## config.mk

```make
export PLATFORM = sky130hd
export DESIGN_NAME = sram_port_arbiter
export DESIGN_NICKNAME = d
export VERILOG_FILES = /design/src/rtl/sram_arb_pkg.sv /design/src/rtl/sram_rr_arbiter.sv /design/src/rtl/sram_port_arbiter.sv
export SDC_FILE = /design/constraint.sdc
export NUM_CORES = 1
export LEC_CHECK = 0
export ABC_AREA = 1
export BUFFER_PORTS_ARGS = -buffer_cell sky130_fd_sc_hd__buf_2
export CAP_MARGIN = 10
export CORE_AREA = 2 2 216 218
export DETAILED_ROUTE_END_ITERATION = 10
export DIE_AREA = 0 0 218 220
export PLACE_DENSITY_LB_ADDON = 0.12
export SLEW_MARGIN = 20
export SYNTH_ARGS = -nofsm -noshare
export SYNTH_HDL_FRONTEND = slang
export SYNTH_SLANG_ARGS = --single-unit
```

## constraint.sdc

```tcl
create_clock -name clk_i -period 3.2 [get_ports clk_i]
set_input_delay 0.96 -clock clk_i [delete_from_list [all_inputs] [get_ports clk_i]]
set_output_delay 0.96 -clock clk_i [all_outputs]
set_load 0.02 [all_outputs]
```

## src/rtl/sram_arb_pkg.sv

```systemverilog
// ============================================================================
// sram_arb_pkg: shared types and helpers for the SRAM port arbiter.
// Revision: 1.0
// ============================================================================
`default_nettype none

package sram_arb_pkg;

    // Requester ids are carried at a fixed width; supports up to 256 ports.
    localparam int unsigned c_ID_W = 8;

    typedef enum logic [0:0] {
        ST_CLEAR = 1'b0,
        ST_RUN   = 1'b1
    } arb_state_e;

    typedef struct packed {
        logic              valid;
        logic [c_ID_W-1:0] id;
    } resp_pipe_t;

    function automatic int unsigned addr_width(input int unsigned n);
        return (n > 1) ? $clog2(n) : 1;
    endfunction

endpackage

`default_nettype wire

```

## src/rtl/sram_rr_arbiter.sv

```systemverilog
// ============================================================================
// sram_rr_arbiter: combinational round-robin pick, scanning upward from ptr+1.
// Revision: 1.0
// ============================================================================
`default_nettype none

module sram_rr_arbiter
    import sram_arb_pkg::*;
#(
    parameter int unsigned NumReq = 4
) (
    input  logic [NumReq-1:0] req_i,
    input  logic [c_ID_W-1:0] ptr_i,
    output logic [NumReq-1:0] gnt_o,
    output logic [c_ID_W-1:0] idx_o
);

    logic w_found;

    always_comb begin
        gnt_o   = '0;
        idx_o   = '0;
        w_found = 1'b0;
        // Indices above the pointer win first, then the scan wraps to 0..ptr.
        for (int k = 0; k < int'(NumReq); k++) begin
            if (!w_found && req_i[k] && (c_ID_W'(k) > ptr_i)) begin
                w_found  = 1'b1;
                gnt_o[k] = 1'b1;
                idx_o    = c_ID_W'(k);
            end
        end
        for (int k = 0; k < int'(NumReq); k++) begin
            if (!w_found && req_i[k] && (c_ID_W'(k) <= ptr_i)) begin
                w_found  = 1'b1;
                gnt_o[k] = 1'b1;
                idx_o    = c_ID_W'(k);
            end
        end
    end

endmodule

`default_nettype wire

```

## src/rtl/sram_port_arbiter.sv

```systemverilog
// ============================================================================
// sram_port_arbiter: round-robin sharing of one SRAM port with read routing.
// Revision: 1.0
// ============================================================================
`default_nettype none

module sram_port_arbiter
    import sram_arb_pkg::*;
#(
    parameter int unsigned NumReq       = 4,
    parameter int unsigned NumWords     = 1024,
    parameter int unsigned DataWidth    = 64,
    parameter int unsigned ByteWidth    = 8,
    parameter int unsigned Latency      = 1,
    parameter bit          ClearOnReset = 1'b1,
    localparam int unsigned AddrWidth   = addr_width(NumWords),
    localparam int unsigned BeWidth     = (DataWidth + ByteWidth - 1) / ByteWidth
) (
    input  logic                               clk_i,
    input  logic                               rst_i,
    input  logic [NumReq-1:0]                  req_i,
    input  logic [NumReq-1:0]                  we_i,
    input  logic [NumReq-1:0][AddrWidth-1:0]   addr_i,
    input  logic [NumReq-1:0][DataWidth-1:0]   wdata_i,
    input  logic [NumReq-1:0][BeWidth-1:0]     be_i,
    output logic [NumReq-1:0]                  gnt_o,
    output logic [NumReq-1:0]                  rvalid_o,
    output logic [DataWidth-1:0]               rdata_o,
    output logic                               init_done_o,
    output logic                               sram_req_o,
    output logic                               sram_we_o,
    output logic [AddrWidth-1:0]               sram_addr_o,
    output logic [DataWidth-1:0]               sram_wdata_o,
    output logic [BeWidth-1:0]                 sram_be_o,
    input  logic [DataWidth-1:0]               sram_rdata_i
);

    localparam logic [AddrWidth-1:0] c_LAST_ADDR = AddrWidth'(NumWords - 1);
    localparam logic [c_ID_W-1:0]    c_PTR_RST   = c_ID_W'(NumReq - 1);

    arb_state_e                 state_q, state_d;
    logic [AddrWidth-1:0]       clr_cnt_q, clr_cnt_d;
    logic [c_ID_W-1:0]          ptr_q, ptr_d;
    resp_pipe_t [Latency-1:0]   pipe_q, pipe_d;

    logic [NumReq-1:0]          w_arb_gnt;
    logic [c_ID_W-1:0]          w_arb_idx;
    logic                       w_read_grant;

    sram_rr_arbiter #(
        .NumReq (NumReq)
    ) u_rr (
        .req_i  (req_i),
        .ptr_i  (ptr_q),
        .gnt_o  (w_arb_gnt),
        .idx_o  (w_arb_idx)
    );

    // Outputs are held at zero while reset is asserted.
    always_comb begin
        state_d      = state_q;
        clr_cnt_d    = clr_cnt_q;
        ptr_d        = ptr_q;
        gnt_o        = '0;
        init_done_o  = 1'b0;
        sram_req_o   = 1'b0;
        sram_we_o    = 1'b0;
        sram_addr_o  = '0;
        sram_wdata_o = '0;
        sram_be_o    = '0;
        w_read_grant = 1'b0;
        if (!rst_i) begin
            unique case (state_q)
                ST_CLEAR: begin
                    sram_req_o  = 1'b1;
                    sram_we_o   = 1'b1;
                    sram_addr_o = clr_cnt_q;
                    sram_be_o   = '1;
                    clr_cnt_d   = clr_cnt_q + 1'b1;
                    if (clr_cnt_q == c_LAST_ADDR) begin
                        state_d   = ST_RUN;
                        clr_cnt_d = '0;
                    end
                end
                ST_RUN: begin
                    init_done_o = 1'b1;
                    gnt_o       = w_arb_gnt;
                    sram_req_o  = |req_i;
                    for (int k = 0; k < int'(NumReq); k++) begin
                        if (w_arb_gnt[k]) begin
                            sram_we_o    = we_i[k];
                            sram_addr_o  = addr_i[k];
                            sram_wdata_o = wdata_i[k];
                            sram_be_o    = be_i[k];
                            w_read_grant = !we_i[k];
                        end
                    end
                    if (|req_i) begin
                        ptr_d = w_arb_idx;
                    end
                end
                default: state_d = ST_RUN;
            endcase
        end
    end

    always_comb begin
        pipe_d    = pipe_q;
        pipe_d[0] = '{valid: w_read_grant, id: w_arb_idx};
        for (int i = 1; i < int'(Latency); i++) begin
            pipe_d[i] = pipe_q[i-1];
        end
    end

    always_comb begin
        rvalid_o = '0;
        for (int k = 0; k < int'(NumReq); k++) begin
            rvalid_o[k] = !rst_i && pipe_q[Latency-1].valid
                          && (pipe_q[Latency-1].id == c_ID_W'(k));
        end
    end

    assign rdata_o = sram_rdata_i;

    always_ff @(posedge clk_i) begin
        if (rst_i) begin
            if (ClearOnReset) begin
                state_q <= ST_CLEAR;
            end else begin
                state_q <= ST_RUN;
            end
            clr_cnt_q <= '0;
            ptr_q     <= c_PTR_RST;
            pipe_q    <= '0;
        end else begin
            state_q   <= state_d;
            clr_cnt_q <= clr_cnt_d;
            ptr_q     <= ptr_d;
            pipe_q    <= pipe_d;
        end
    end

endmodule

`default_nettype wire
```

After elaboration in Yosys (flattened, before gate mapping):

Cells that the tools add are included.

* bits in registers: 28
* word-level logic and storage cells: 113

* add/subtract/negate cells: 1
* reduce and logical (&&, ||, !) cells: 36
* magnitude comparators: 8
* bitwise logic cells: 1
* mux-type cells: 58
* equality and inequality tests: 4

Operators by type and width (number)
* $mux 64: 6
* $mux 10: 6
* $mux 8: 5
* $mux 1: 29
* $logic_and 1x1->1: 20
* $pmux 10 s2: 1
* $eq 8x2->1 const B: 2
* $gt 1x8->1 const A: 2
* $gt 2x8->1 const A: 2
* $le 1x8->1 const A: 2
* $le 2x8->1 const A: 2
* $pmux 8 s2: 1
* $logic_not 1->1: 12
* $mux 2: 6
* $add 10x1->10 const B: 1
* $eq 10x10->1 const B: 1
* $eq 8x1->1 const B: 1
* $logic_not 8->1: 1
* $mux 4: 2
* $pmux 1 s2: 2
* $reduce_or 4->1: 1
* $reduce_and 2->1: 1
* $reduce_or 2->1: 1
* $not 1->1: 1

Logic depth before layout (Yosys ltp):

Gate-level depths: netlist of run 1.

* depth after elaboration: 34
* mapped depth: 12

Modules after synthesis:

Synthesis of run 1 repeated with hierarchy kept, for this count alone.

* cell total of the unflattened synthesis: 853
* area, all modules: 4828.4 um2

By module, submodules not included
* sram_port_arbiter: cells an instance 809, area each 4571.9 um2, sequential area each 560.5 um2, instances 1
* sram_rr_arbiter: cells an instance 44, area each 256.5 um2, sequential area each 0.0 um2, instances 1

Worst setup path before layout of run 1:

OpenSTA, ideal clock, no wires.

* kind: input to output
* from: input rst_i
* to: output sram_wdata_o[59]
* data required time: 2.240 ns
* setup slack: 0.014 ns
* arrival: 2.226 ns
* buffers on the path: 2
* stages on the path: 5
* cell sequence: clkbuf_1 nor2_2 clkbuf_1 o21ai_1 a21oi_1

* word-level cells in the longest chain between the ends: 1

Ends and longest elaborated chain
* start, declared: RTL line sram_port_arbiter.sv:20 `input logic rst_i,`
* $mux 64: RTL line sram_port_arbiter.sv:72 `if (!rst_i) begin`
* end, declared: RTL line sram_port_arbiter.sv:33 `output logic [DataWidth-1:0] sram_wdata_o,`

No other way between the ends.

Worst setup path after layout of run 1:

* from: input req_i[1]
* to: output sram_addr_o[8]

* word-level cells in the longest chain between the ends: 30

Ends and longest elaborated chain
* start, declared: RTL line sram_port_arbiter.sv:21 `input logic [NumReq-1:0] req_i,`
* $logic_and 1x1->1 (2 in series): RTL line sram_rr_arbiter.sv:26 `if (!w_found && req_i[k] && (c_ID_W'(k) > ptr_i)) begin`
* $mux 1: RTL line sram_rr_arbiter.sv:26
* $logic_not 1->1: RTL line sram_rr_arbiter.sv:26
* $logic_and 1x1->1 (2 in series): RTL line sram_rr_arbiter.sv:26
* $mux 1: RTL line sram_rr_arbiter.sv:26
* $logic_not 1->1: RTL line sram_rr_arbiter.sv:26
* $logic_and 1x1->1 (2 in series): RTL line sram_rr_arbiter.sv:26
* $mux 1: RTL line sram_rr_arbiter.sv:26
* (+9 left out)
* $logic_and 1x1->1 (2 in series): RTL line sram_rr_arbiter.sv:33 `if (!w_found && req_i[k] && (c_ID_W'(k) <= ptr_i)) begin`
* $mux 1: RTL line sram_rr_arbiter.sv:33
* $logic_not 1->1: RTL line sram_rr_arbiter.sv:33
* $logic_and 1x1->1 (2 in series): RTL line sram_rr_arbiter.sv:33
* $mux 1: RTL line sram_rr_arbiter.sv:33
* $mux 10 (*): RTL line sram_port_arbiter.sv:90 `if (w_arb_gnt[k]) begin`
* $pmux 10 s2 (*): RTL line sram_port_arbiter.sv:73 `unique case (state_q)`
* $mux 10 (*): RTL line sram_port_arbiter.sv:72
* end, declared: RTL line sram_port_arbiter.sv:32 `output logic [AddrWidth-1:0] sram_addr_o,`

Every way passes the cells marked *; elsewhere a longest branch is shown, timed or not.

==> results of run 1 <==
-- flip-flops by register name, summed over array words and instances (netlist names) --
name       cells
ptr_q          2
state_q        1
clr_cnt_q     10
pipe_q         3
-- cell usage after synthesis --
| cell | count | area [sq um] |
|---|---|---|
| sky130_fd_sc_hd__buf_1 | 1 | 3.750 |
| sky130_fd_sc_hd__nand3_1 | 65 | 325.3 |
| sky130_fd_sc_hd__nand4_1 | 5 | 31.28 |
| sky130_fd_sc_hd__a32o_1 | 1 | 10.01 |
| sky130_fd_sc_hd__nor2_1 | 160 | 600.6 |
| sky130_fd_sc_hd__nand2_2 | 2 | 12.51 |
| sky130_fd_sc_hd__xor2_1 | 3 | 26.28 |
| sky130_fd_sc_hd__buf_2 | 39 | 195.2 |
| sky130_fd_sc_hd__clkbuf_1 | 13 | 48.80 |
| sky130_fd_sc_hd__buf_4 | 65 | 488.0 |
| sky130_fd_sc_hd__a21oi_1 | 44 | 220.2 |
| sky130_fd_sc_hd__dfxtp_1 | 16 | 320.3 |
| sky130_fd_sc_hd__o21bai_1 | 1 | 7.510 |
| sky130_fd_sc_hd__a41oi_1 | 1 | 8.760 |
| sky130_fd_sc_hd__ha_1 | 1 | 12.51 |
| sky130_fd_sc_hd__nand2_4 | 2 | 22.52 |
| sky130_fd_sc_hd__nor4_1 | 2 | 12.51 |
| sky130_fd_sc_hd__nor3_1 | 6 | 30.03 |
| sky130_fd_sc_hd__inv_1 | 24 | 90.09 |
| sky130_fd_sc_hd__o21ai_0 | 16 | 80.08 |
| sky130_fd_sc_hd__nand2_1 | 357 | 1340 |
| sky130_fd_sc_hd__a21oi_2 | 8 | 70.07 |
| sky130_fd_sc_hd__o21ai_1 | 30 | 150.1 |
| sky130_fd_sc_hd__nor2_2 | 4 | 25.02 |
| sky130_fd_sc_hd__o211ai_1 | 1 | 7.510 |
| sky130_fd_sc_hd__a211oi_1 | 1 | 7.510 |
| sky130_fd_sc_hd__buf_6 | 2 | 22.52 |
| sky130_fd_sc_hd__nand3_2 | 8 | 80.08 |
| sky130_fd_sc_hd__xnor2_1 | 3 | 26.28 |
| sky130_fd_sc_hd__o22ai_1 | 1 | 6.260 |
| sky130_fd_sc_hd__inv_2 | 7 | 26.28 |
| sky130_fd_sc_hd__a31oi_1 | 1 | 6.260 |
-- per-stage QoR --
step | std cells | setup TNS (ns) | power (mW) | hold WS, ns
CTS | 1933 | -17.34 | 1.233 | 0.5279
finish | 1946 | -17.28 | 1.301 | 0.5267
global route | 1946 | -27.68 | 1.392 | 0.5687
floorplan | 890 | 0 | 0.5393 | 0.4834
detailed placement | 1881 | -21.69 | 0.7823 | 0.5184
global placement | 1881 | -21.91 | 0.7859 | 0.5277
-- critical path, stage by stage --
cell and delay, ns:
sky130_fd_sc_hd__buf_12 0.11, sky130_fd_sc_hd__nand3_4 0.07, sky130_fd_sc_hd__nand4_1 0.12, sky130_fd_sc_hd__buf_4 0.17
sky130_fd_sc_hd__o21bai_4 0.13, sky130_fd_sc_hd__buf_12 0.17, sky130_fd_sc_hd__buf_16 0.16, sky130_fd_sc_hd__a21oi_1 0.06
sky130_fd_sc_hd__o21ai_2 0.20, sky130_fd_sc_hd__nor2_1 0.06, sky130_fd_sc_hd__nor2_1 0.12, sky130_fd_sc_hd__buf_4 0.16
-- worst paths after layout --
path | to | slack (ns) | cells past startpoint
max | sram_addr_o[8] | -0.27 | 12
min | clr_cnt_q[7] | 0.53 | 2
max reg2reg | ptr_q[1] | 1.21 | 12
min reg2reg | clr_cnt_q[7] | 0.53 | 2
-- timing repair --
| action | in CTS | in global routing |
|---|---|---|
| gates resized for setup | 265 | 240 |
| setup endpoints to repair | 84 | 86 |
| pin swaps | 42 | 86 |
| hold buffers | 0 | 0 |
| setup buffers | 25 | 10 |
| cloned | 23 | 9 |
-- power by group through the flow --
stage / sequential [mW] / combinational [mW] / clock (mW)
floorplan: 0.211 / 0.328 / 0
global route: 0.210 / 0.878 / 0.305
CTS: 0.209 / 0.730 / 0.293
detailed placement: 0.213 / 0.569 / 0
finish: 0.209 / 0.809 / 0.283
global placement: 0.214 / 0.572 / 0
-- cells by family after synthesis --
| logic type | count (synthesis) | synth area share [%] |
|---|---|---|
| AND/OR/NAND/NOR | 611 | 57.48 |
| buffers and inverters | 151 | 20.27 |
| AO/OA/AOI/OAI | 105 | 13.31 |
| flip-flops | 16 | 7.425 |
| XOR/XNOR | 6 | 1.218 |
| adder cells (fa/ha/maj) | 1 | 0.2900 |
-- metal layers --
layer	vias up	GRT usage (%)
li1	3657	-
met1	3387	15.96
met2	332	25.85
met3	69	2.774
met4	0	5.147
met5	-	0
-- cell type report --
cell class	count	area share, %
repair buffers	565	46.25
clock buffers	4	0.8835
multi-input cells	723	40.64
well taps	607	7.554
flip-flops and latches	16	3.186
inverters	31	1.481
==> run summary, run 1 <==
The tools report the area taken by flip-flops and latches as 320.3 sq um. In this run the tool buffered the top-level ports with 430 buffer cells. Clock tree synthesis inserted a total of 3 buffers.

The first global-routing pass estimated 49,260 um of wire. The number of distinct library cells after synthesis was 32; the mean post-synth cell area was 4.847 sq um. The final critical path takes up 108.4% of the cycle. Summed over all cells, the static leakage comes to 5.263 nW. The cell area after placement is 7244 sq um, and the overflow left after global routing is 0.

The cell area that synthesis handed to floorplanning was 4314 sq um. After clock tree synthesis, the clock-pin slew on the worst setup and hold paths is 0.06 ns. For this design, the sink count on the clock tree is 16. The path class of the lowest-slack min-delay path was reg2reg. The required arrival time at the worst endpoint was 2.24 ns. The buffer type at the clock tree root is sky130_fd_sc_hd__clkbuf_16. Total met3 wirelength after detailed routing: 2389 um.

The area of the die was 47,960 sq um. Power spread over the standard cell area amounts to 129.4 nW/um^2. The number of vias in the routed layout was 7,445; the post-detailed-route DRC marker count was 0. The critical path in this run is classified as in2out.

The transition time of the tightest slew-check pin was 0.5560 ns; the shortest clock period the worst path allows after layout was 3.468 ns. In the routed layout, each cell is associated on average with a via count of 3.826. Dividing the detail-routed wire length by the instance count gives 19.31 um. The switching power share of the total was 38.03%; the hold violation total from the final report was 0. The worst pin sits at a relative slew slack of 62.54%.

The first detailed-routing pass ran for 4 iterations. The worst setup path is captured at an output pin. The number of synthesized register bits is 16. For the achievable frequency, the log shows 0.2883 GHz. The maximum number of pins on one net before global-route repair was 44. The checks that failed: setup timing. The routed design has 37,580 um of wire. Pin placement for this block handled 559 I/O pins.

The flow ran to the end, but the final reports show violations. TritonCTS built the clock tree. The starting utilization of the core area was 9.406%.

The placeable core area was 45,860 sq um; the total global-route track usage was 14.05%. Cells fill 21.92% of the core in the end. The total of warnings raised by yosys was 0; the number of max-capacitance violations reported was 0.

The number of antenna diodes is 0, and the number of antenna violations at the first check in global routing is 1. For this design the total switching power over the nets is 0.4948 mW. The width of the die was 218 um; the fraction of layout cells with a size suffix above 1 was 60.72%. The startpoint identified for the worst hold timing path is clr_cnt_q[7]. The library cell used most frequently in the layout, excluding fill and tap cells, is sky130_fd_sc_hd__buf_2. The share of total power dissipated in combinational logic is 62.2%. The tools report the worst flop-to-flop path startpoint as ptr_q[1].

The congestion estimate from routability-driven global placement came to 0.7737. Leaving out fill and tap cells, the most frequent cells in the layout are sky130_fd_sc_hd__buf_2 (345), sky130_fd_sc_hd__nand2_1 (265), sky130_fd_sc_hd__nor2_1 (98). The highest metal layer carrying signal wires in the routed design is met4. The met1 wire length was 14,830 um; the final max-slew violation count was 0.

The worst-skew pair later-pin latency was 0.26 ns; the worst path arrival time was 2.51 ns. The net count of the mapped netlist is 1,293, and the post-synthesis cell count is 890. After synthesis, flip-flops and latches occupy 7.425% of the total area. The area added between synthesis and finish works out to 133.1%.

Top fanout value on the critical path: 12. Startpoint kind of the worst setup timing path: an input pin. Setup violations remaining at the end of the flow were counted as 84.

The tools report the share of power burned in registers as 16.1%. Once layout is done, the placed cells without fillers occupy 10,050 sq um. The die is 220 um tall. Across the routed clock network, the largest skew measured is 0.002869 ns. The number of global-route vias before repair is 7,613. In this run, the number of DRC markers left after iteration 0 of detailed routing was 242. Setup repair after global routing could not meet its margin everywhere. For the area of the multi-input gates, the log shows 4086 sq um. The internal portion of the total power is 0.8061 mW. No sink is reached through more buffers than the 2 on the longest clock path. IR analysis of the VDD net gives a maximum drop of 0.1861 mV.

Clock network fraction of design power: 21.8%. The run gives 1 as the number of levels the H-tree was split into. The launch point of the worst path is req_i[1]. The run gives 24,920 um as the HPWL reported at the end of detailed placement.

Once detail routing completed, the nets flagged for antenna violations numbered 0. For the number of nets at the end of the flow, the log shows 1,743. Row count: 79.

Wire segments on met2 add up to 18,960 um in the final route. The layout has 5,372 filler cells. The worst path setup slack after routing is -0.2684 ns, and the worst slack at placement is -0.3919 ns.
(Power assumes the default switching activity.)
==> run 2, diff against run 1 <==
ABC_AREA = default   (was 1)
CELL_PAD_IN_SITES_DETAIL_PLACEMENT = 0   (was default)
CELL_PAD_IN_SITES_GLOBAL_PLACEMENT = 1   (was default)
CORE_AREA = 2 2 215 217   (was 2 2 216 218)
DIE_AREA = 0 0 217 219   (was 0 0 218 220)
==> run 2 against run 1 <==
  * The run still ends with setup timing left
  * Cell area down 5.1%
  * Total power up 0.38%
  * Non-clock buffer count up 13
  * Setup slack better by 0.044 ns
  * Sequential power about the same
  * Clock skew up 0.00059 ns
  * Hold slack better by 0.031 ns
  * Critical path depth down 4
  * Via count down 11%
  * Critical endpoint is now sram_we_o
==> run summary, run 2 <==
The run finished, with violations left. The final reports fail on setup timing. TritonCTS built the clock tree. Wires add up to 35,360 um. The cell type contributing the most total cell area after synthesis was sky130_fd_sc_hd__a221oi_1.

The run gives 6,994 as the number of global-route vias before repair. The maximum buffer depth of the clock tree was 2. Once detail routing completed, the nets flagged for antenna violations numbered 0. The layout filler cell count is 5,134, and the number of levels the H-tree was split into is 1. On the final layout, the worst clock skew is 0.003460 ns. The number of distinct library cells after synthesis was 48; the post-route fraction of the period consumed by the critical path was 107.0%.

Setup repair after global routing could not meet its margin everywhere. The mean post-synth cell area is 6.881 sq um. Data arrives at the worst endpoint at 2.46 ns. The worst-case IR drop observed on VDD is 0.1224 mV. In the final layout, the share of cells above drive strength 1 is 74.90%. For the number of vias in the routed layout, the log shows 6,603. In the final layout, the registers with the most flip-flops are clr_cnt_q x10, pipe_q x3, ptr_q x2.

Detailed placement finished with a half-perimeter wire length of 26,040 um. For this design the ratio of total power to cell area is 136.9 nW/um^2. Headroom to the max-slew limit came out at 60.08%. The tightest min-delay check is of the reg2reg type.

STA classifies the critical path startpoint as an input pin. The worst setup path is captured at an output pin. For this run, the leading register cell type out of synthesis is sky130_fd_sc_hd__dfxtp_1. For the row count, the log shows 78.

In this run the horizontal extent of the chip is 217 um. Synthesis produced a netlist whose cell count is 573. Maximum number of pins on one net before global-route repair: 25.

The setup-violating endpoint count in the final report was 85. Counting every sink on the clock net gives 16. The run gives 0 as the final max-slew violation count. The number of enable flip-flop cells after synthesis is 0, and the placeable core area is 45,090 sq um. The cell family contributing the most delay on the critical path is compound AO/OA/AOI/OAI gates.

At the placement stage, the worst setup path has a slack of -0.4315 ns. Buffers inserted to repair hold after CTS numbered 0. The area taken by flip-flops and latches is 320.3 sq um. Measured along the y axis, the die boundary spans 219 um. The critical path goes through buf_12, buf_4, o22a_4, o32a_4, buf_12, o22a_1, o211a_1, buf_6. The first TritonRoute pass finished after 4 iterations. The transition time of the tightest slew-check pin is 0.5925 ns, and the overflow left after global routing is 0.

Timing would allow up to 0.2920 GHz. Setup total negative slack: -13.34 ns. The tools report the mapped cell area as 3943 sq um. The clock reaches the later pin of the worst-skew pair after 0.25 ns. The run gives -0.2247 ns as the worst path setup slack after routing. For this run, the number of Yosys warnings is 0. For this design, the slowest cell found on the critical path is sky130_fd_sc_hd__o32a_4.

Ranked by instance count, the synthesized netlist is headed by sky130_fd_sc_hd__a221oi_1 (73), sky130_fd_sc_hd__buf_4 (67), sky130_fd_sc_hd__nand3_1 (66), sky130_fd_sc_hd__o211ai_1 (65), sky130_fd_sc_hd__o21ai_1 (60). The area added between synthesis and finish is 142.0%, and the top fanout value on the critical path is 6. The type of the setup path with the least slack was in2out. Among the stages of the critical path, the cell type that occurs most often is sky130_fd_sc_hd__buf_12. For the number of design-rule violations left by the first detailed-router iteration, the log shows 216. The synthesized design contains 16 register bits.

Yosys attributes the largest share of cell area to sky130_fd_sc_hd__a221oi_1 (16%), sky130_fd_sc_hd__buf_4 (13%), sky130_fd_sc_hd__o211ai_1 (12%), sky130_fd_sc_hd__nand3_1 (8.4%), sky130_fd_sc_hd__dfxtp_1 (8.1%). The number of buffers inserted during clock tree synthesis is 3, and the wire length of the first global-routing pass is 47,440 um. The net count of the finished layout is 1,420. The logs give 13.48% for the total global-route track usage and 21.16% for the utilization after layout. The fraction of registers with async set/reset was 0%; the shortest clock period the worst path allows after layout was 3.425 ns. After synthesis, the largest area contributor takes up 16.22% of total cell area. Among all cell types in the netlist, the one instantiated most often is sky130_fd_sc_hd__a221oi_1. The hold violation total from the final report is 0, and the delay of the slowest critical-path stage is 0.32 ns. The run gives 0.7957 as the routability congestion estimate. The top cell types in the final layout, fill and taps aside, are sky130_fd_sc_hd__buf_2 (341), sky130_fd_sc_hd__buf_4 (100), sky130_fd_sc_hd__buf_6 (74). Max-cap violations in this run came to 0.

The design draws 1.306 mW. Number of antenna violations at the first check in global routing: 3. The per-cell via count in the routed design is 4.083, and the number of flip-flops in the largest register is 10. When the netlist entered floorplanning its net count stood at 976.

Counting both buffers and inverters, the worst setup path holds a total of 4. Summed over all cells, the static leakage comes to 3.996 nW. The area of the multi-input gates was 3732 sq um.

More flip-flops sit in one register than any other, and that register is clr_cnt_q. After clock tree synthesis, the clock-pin slew on the worst setup and hold paths is 0.05 ns. Leaving out fill and tap cells, the most frequent cell in the layout is sky130_fd_sc_hd__buf_2. The post-detailed-route DRC marker count was 0. The initial utilization of the core area, before any placement, comes to 8.744%. The share of synthesized area occupied by flip-flops and latches is 8.124%. The root buffer cell chosen for the clock tree is sky130_fd_sc_hd__clkbuf_16. The required arrival time at the worst endpoint is 2.24 ns, and the area of the die is 47,520 sq um. The count of input and output buffers is 430.

For this design the top-level I/O count stands at 559. Dividing the detail-routed wire length by the instance count gives 21.87 um.
[run 2: cell count changes after synthesis, moves of 8 or more]
cell	change
sky130_fd_sc_hd__a21oi_1	-36
sky130_fd_sc_hd__buf_6	+8
sky130_fd_sc_hd__a22oi_1	+25
sky130_fd_sc_hd__o21ai_1	+30
sky130_fd_sc_hd__nand2_1	-346
sky130_fd_sc_hd__nand3_2	-8
sky130_fd_sc_hd__o211ai_1	+64
sky130_fd_sc_hd__clkbuf_1	+13
sky130_fd_sc_hd__inv_1	-20
sky130_fd_sc_hd__a211oi_1	+8
sky130_fd_sc_hd__a31oi_1	+8
sky130_fd_sc_hd__a221oi_1	+73
sky130_fd_sc_hd__a21oi_2	-8
sky130_fd_sc_hd__nor2_1	-133
[run 2: final timing paths]
path / start / endpoint / slack (ns) / depth (start not counted)
max: req_i[1] / sram_we_o / -0.22 / 8
min: clr_cnt_q[8] / clr_cnt_q[8] / 0.56 / 2
max reg2reg: ptr_q[1] / pipe_q[8] / 1.23 / 8
min reg2reg: clr_cnt_q[8] / clr_cnt_q[8] / 0.56 / 2
[run 2: routing by layer]
metal  part of all wire, %  GRT usage (%)  up-vias
met5                 0.045              0        -
met4                   1.9          2.694        2
met3                   6.3          2.786       39
met2                    51          24.58      310
met1                    41          16.25     3120
li1                      -              -     3132
[run 2: timing repair]
item	CTS	global route
setup endpoints to repair	84	86
cloned	14	5
setup buffers	24	13
pin swaps	39	40
gates resized for setup	235	73
[run 2: power by group]
group | internal, mW | leakage [nW] | switching [mW] | total (mW)
logic | 0.443 | 3.82 | 0.378 | 0.821
registers | 0.204 | 0.130 | 0.00645 | 0.210
clock network | 0.190 | 0.0442 | 0.0837 | 0.274
[run 2: worst register-to-register path, stage by stage, from the launching register on]
cell,delay (ns)
sky130_fd_sc_hd__dfxtp_1,0.57
sky130_fd_sc_hd__and2b_1,0.26
sky130_fd_sc_hd__o21ai_2,0.13
sky130_fd_sc_hd__and3_4,0.32
sky130_fd_sc_hd__buf_6,0.17
sky130_fd_sc_hd__buf_16,0.14
sky130_fd_sc_hd__buf_6,0.10
sky130_fd_sc_hd__nand2b_1,0.05
sky130_fd_sc_hd__a31oi_1,0.16
[run 2: cells by family (layout without fill, tap and decap cells)]
logic type	count (synthesis)	in the layout	synth area share, %
flip-flops	16	16	8.124
buffers and inverters	145	588	23.23
AO/OA/AOI/OAI	281	281	51.57
other	0	1	0
AND/OR/NAND/NOR	124	124	15.42
adder cells (fa/ha/maj)	1	1	0.3173
XOR/XNOR	6	6	1.333
[run 2: layout make-up]
| type | instances | share of cell area (%) |
|---|---|---|
| Antenna cell | 1 | 0.02623 |
| Clock buffer | 4 | 0.9310 |
| Inverter | 6 | 0.2623 |
| Multi-Input combinational cell | 412 | 39.12 |
| Sequential cell | 16 | 3.357 |
| Tap cell | 600 | 7.868 |
| Timing Repair Buffer | 578 | 48.44 |
[run 2: stage by stage]
stage,std cells,hold WS [ns],instance area (sq um)
3_3_place_gp,1562,0.5429,7432
2_1_floorplan,573,0.4667,4280
6_report,1617,0.5575,9542
5_1_grt,1617,0.5745,9542
4_1_cts,1604,0.5601,9107
3_5_place_dp,1562,0.5512,7432
==> run 3, diff against run 2 <==
ABC_AREA = 1   (was default)
CORE_AREA = 2 2 218 220   (was 2 2 215 217)
DIE_AREA = 0 0 220 222   (was 0 0 217 219)
==> run 3 against run 2 <==
  * The run still ends with setup timing left
  * Global-route usage down 0.14 points
  * Die area up 2.8%
  * Sequential cell count unchanged
  * Count of clock-buffer cells in the layout unchanged
  * Setup slack worse by 0.081 ns
  * Cell area up 2.2%
  * Highest routed layer unchanged
  * Clock power up 4%
  * Critical endpoint is now sram_wdata_o[47]
  * Core utilization down 0.076 points
  * Largest cell class unchanged
  * Non-clock buffer count down 7
==> run summary, run 3 (synthesis results as in run 1) <==
The flow ran to the end, but the final reports show violations. The final reports fail on setup timing. The wire length per cell after detailed routing works out to 18.45 um. STA puts the critical path data required time at 2.24 ns. The transition time of the tightest slew-check pin was 0.6177 ns; the power per standard cell area was 127.9 nW/um^2. The wire length of the first global-routing pass is 48,220 um, and the worst slack at placement is -0.5020 ns. The later pin in the worst-skew pair is clocked with a latency of 0.26 ns. STA classifies the critical path endpoint as an output pin. The logs give 21.09% for the utilization after layout and 46,260 sq um for the placeable core area.

Timing would allow up to 0.2853 GHz. The total iterations of the first detailed-routing run was 4. Across all hold checks on the routed design, the worst slack comes to 0.5385 ns.

The tools report the maximum vdd ir drop as 0.1445 mV. Along the worst path, the maximum fanout reaches 5. In this run, the number of DRC markers left after iteration 0 of detailed routing was 187. From bottom edge to top edge, the die measures 222 um. In the routed design, unresolved DRC markers number 0. The multi-input combinational cells in the finished layout cover a total of 3901 sq um.

The post-route fraction of the period consumed by the critical path was 109.5%; the buffer and inverter count on the worst path was 8. The starting utilization of the core area is 9.326%. Setup repair after global routing could not meet its margin everywhere. Overall power consumption after layout is estimated at 1.248 mW. Count of input and output buffers: 430. TritonCTS built the clock tree. The cell with the largest stage delay on the worst path was sky130_fd_sc_hd__buf_4. The tree is rooted in a sky130_fd_sc_hd__clkbuf_16.

Number of antenna diodes: 0. The static leakage was 5.122 nW. The detail route stage leaves a number of antenna-violating nets equal to 0. The largest registers in the layout are clr_cnt_q x10, pipe_q x3, ptr_q x2. The tools report the overflow left after global routing as 0.

Leaving out fill and tap cells, the most frequent cell in the layout is sky130_fd_sc_hd__buf_2. The register containing the most flip-flops in the final layout was clr_cnt_q. The worst setup path is launched from an input pin. After legalization and detailed placement, the total HPWL measured 27,220 um. The logs give 3 for the number of buffers inserted during clock tree synthesis and 7,136 for the number of vias in the routed layout.

The number of global-route vias before repair is 7,400, and the maximum buffer depth of the clock tree is 2. The path class of the tightest hold or removal check is reg2reg. The floorplan step defined a die boundary enclosing 48,840 sq um.

The number of antenna violations at the first check in global routing is 4. The final max-slew violation count was 0. Delay of the slowest critical-path stage: 0.18 ns.

The fraction of layout cells with a size suffix above 1 was 57.70%; the final wirelength was 36,010 um. The count of clock tree sinks is 16. The tools report the hold violation total from the final report as 0. The layout has 5,401 filler cells. Setup violations remaining at the end of the flow were counted as 85. The area added between synthesis and finish came out at 126.1%. The number of flip-flops in the largest register works out to 10. The final clock skew was 0.003742 ns. The congestion estimate from routability-driven global placement came to 0.7584.

After the last flow step, the layout net total stands at 1,749. The number of levels the H-tree was split into is 1, and the CTS clock-pin slew for the worst setup and hold paths is 0.06 ns. The worst path in the final design needs a cycle of 3.505 ns, including I/O delays and setup. For this design, the CTS-stage hold fixing added 0 buffers. The logs give -0.3054 ns for the worst path setup slack after routing and 559 for the number of top-level pins. Entering global routing, the biggest net connects 44 pins.

For the relative slew slack, the log shows 58.38%. For the number of max-capacitance violations reported, the log shows 0. Among cell families on the critical path, the largest total delay comes from buffers and inverters. The worst setup path is of the in2out kind.

For this run, the total global-route usage over all layers was measured as 13.34%. Registers take 320.3 sq um. The critical path goes through buf_2, inv_2, nand4_1, buf_4, o21bai_4, buf_12, buf_12, buf_12, buf_4, nand2_1, nand3_1, nand2_1, nand2_1, buf_6. In this run the horizontal extent of the chip is 220 um. In the routed layout, each cell is associated on average with a via count of 3.656.

In the layout the commonest cells are sky130_fd_sc_hd__buf_2 (346), sky130_fd_sc_hd__nand2_1 (287), sky130_fd_sc_hd__nor2_1 (112). The floorplan has 79 rows. At the worst endpoint, the arrival time is 2.55 ns.
==> run 3: changes by cell type in the layout (fill, tap and decap cells not counted), sizes merged, moves of 25 or more <==
cell / delta
a22oi: -25
o21ai: -25
o211ai: -65
nand2: +350
a221oi: -73
nor2: +137
a21oi: +44
==> run 3: layout make-up <==
class	count	share of cell area (%)
flip-flops and latches	16	3.284
clock buffers	4	0.9107
well taps	607	7.786
inverters	31	1.603
multi-input cells	723	39.99
repair buffers	571	46.42
==> run 3: power by group <==
| part | total (mW) | internal, mW | switching, mW |
|---|---|---|---|
| Combinational | 0.754 | 0.389 | 0.364 |
| Sequential | 0.209 | 0.204 | 0.00501 |
| Clock | 0.285 | 0.191 | 0.0945 |
==> run 3: path summary, 6_finish.rpt <==
kind                     start  cells after the start               end  slack (ns)
hold / removal    clr_cnt_q[7]                      2      clr_cnt_q[7]        0.54
hold reg to reg   clr_cnt_q[7]                      2      clr_cnt_q[7]        0.54
setup / recovery      req_i[0]                     14  sram_wdata_o[47]       -0.31
setup reg to reg      ptr_q[1]                     12          ptr_q[1]        1.22
==> run 3: metrics by stage <==
stage | instances | setup TNS [ns] | area [sq um]
2_1_floorplan | 890 | 0 | 4314
3_3_place_gp | 1889 | -29.80 | 7343
3_5_place_dp | 1889 | -31.10 | 7343
4_1_cts | 1932 | -18.75 | 8855
5_1_grt | 1952 | -29.46 | 9754
6_report | 1952 | -19.47 | 9754
==> run 3: timing repair <==
item	4_1_cts	5_1_grt
endpoints found under the setup margin	87	85
buffers inserted	33	22
gates cloned	9	8
pin swaps	43	64
gates resized for setup	270	177
==> run 3: tightest hold or removal path: stages (launching register included) <==
cell                       delay (ns)
sky130_fd_sc_hd__dfxtp_1         0.33
sky130_fd_sc_hd__inv_1           0.09
sky130_fd_sc_hd__a211oi_1        0.07
==> run 3: layer usage <==
layer / wire length, um / global-route usage, % / part of all wire, % / up-vias
met1: 15050 / 16.17 / 42 / 3147
li1: - / - / - / 3666
met5: 33 / 0 / 0.092 / -
met3: 2443 / 2.716 / 6.8 / 32
met2: 17960 / 24.41 / 50 / 285
met4: 529 / 1.948 / 1.5 / 6
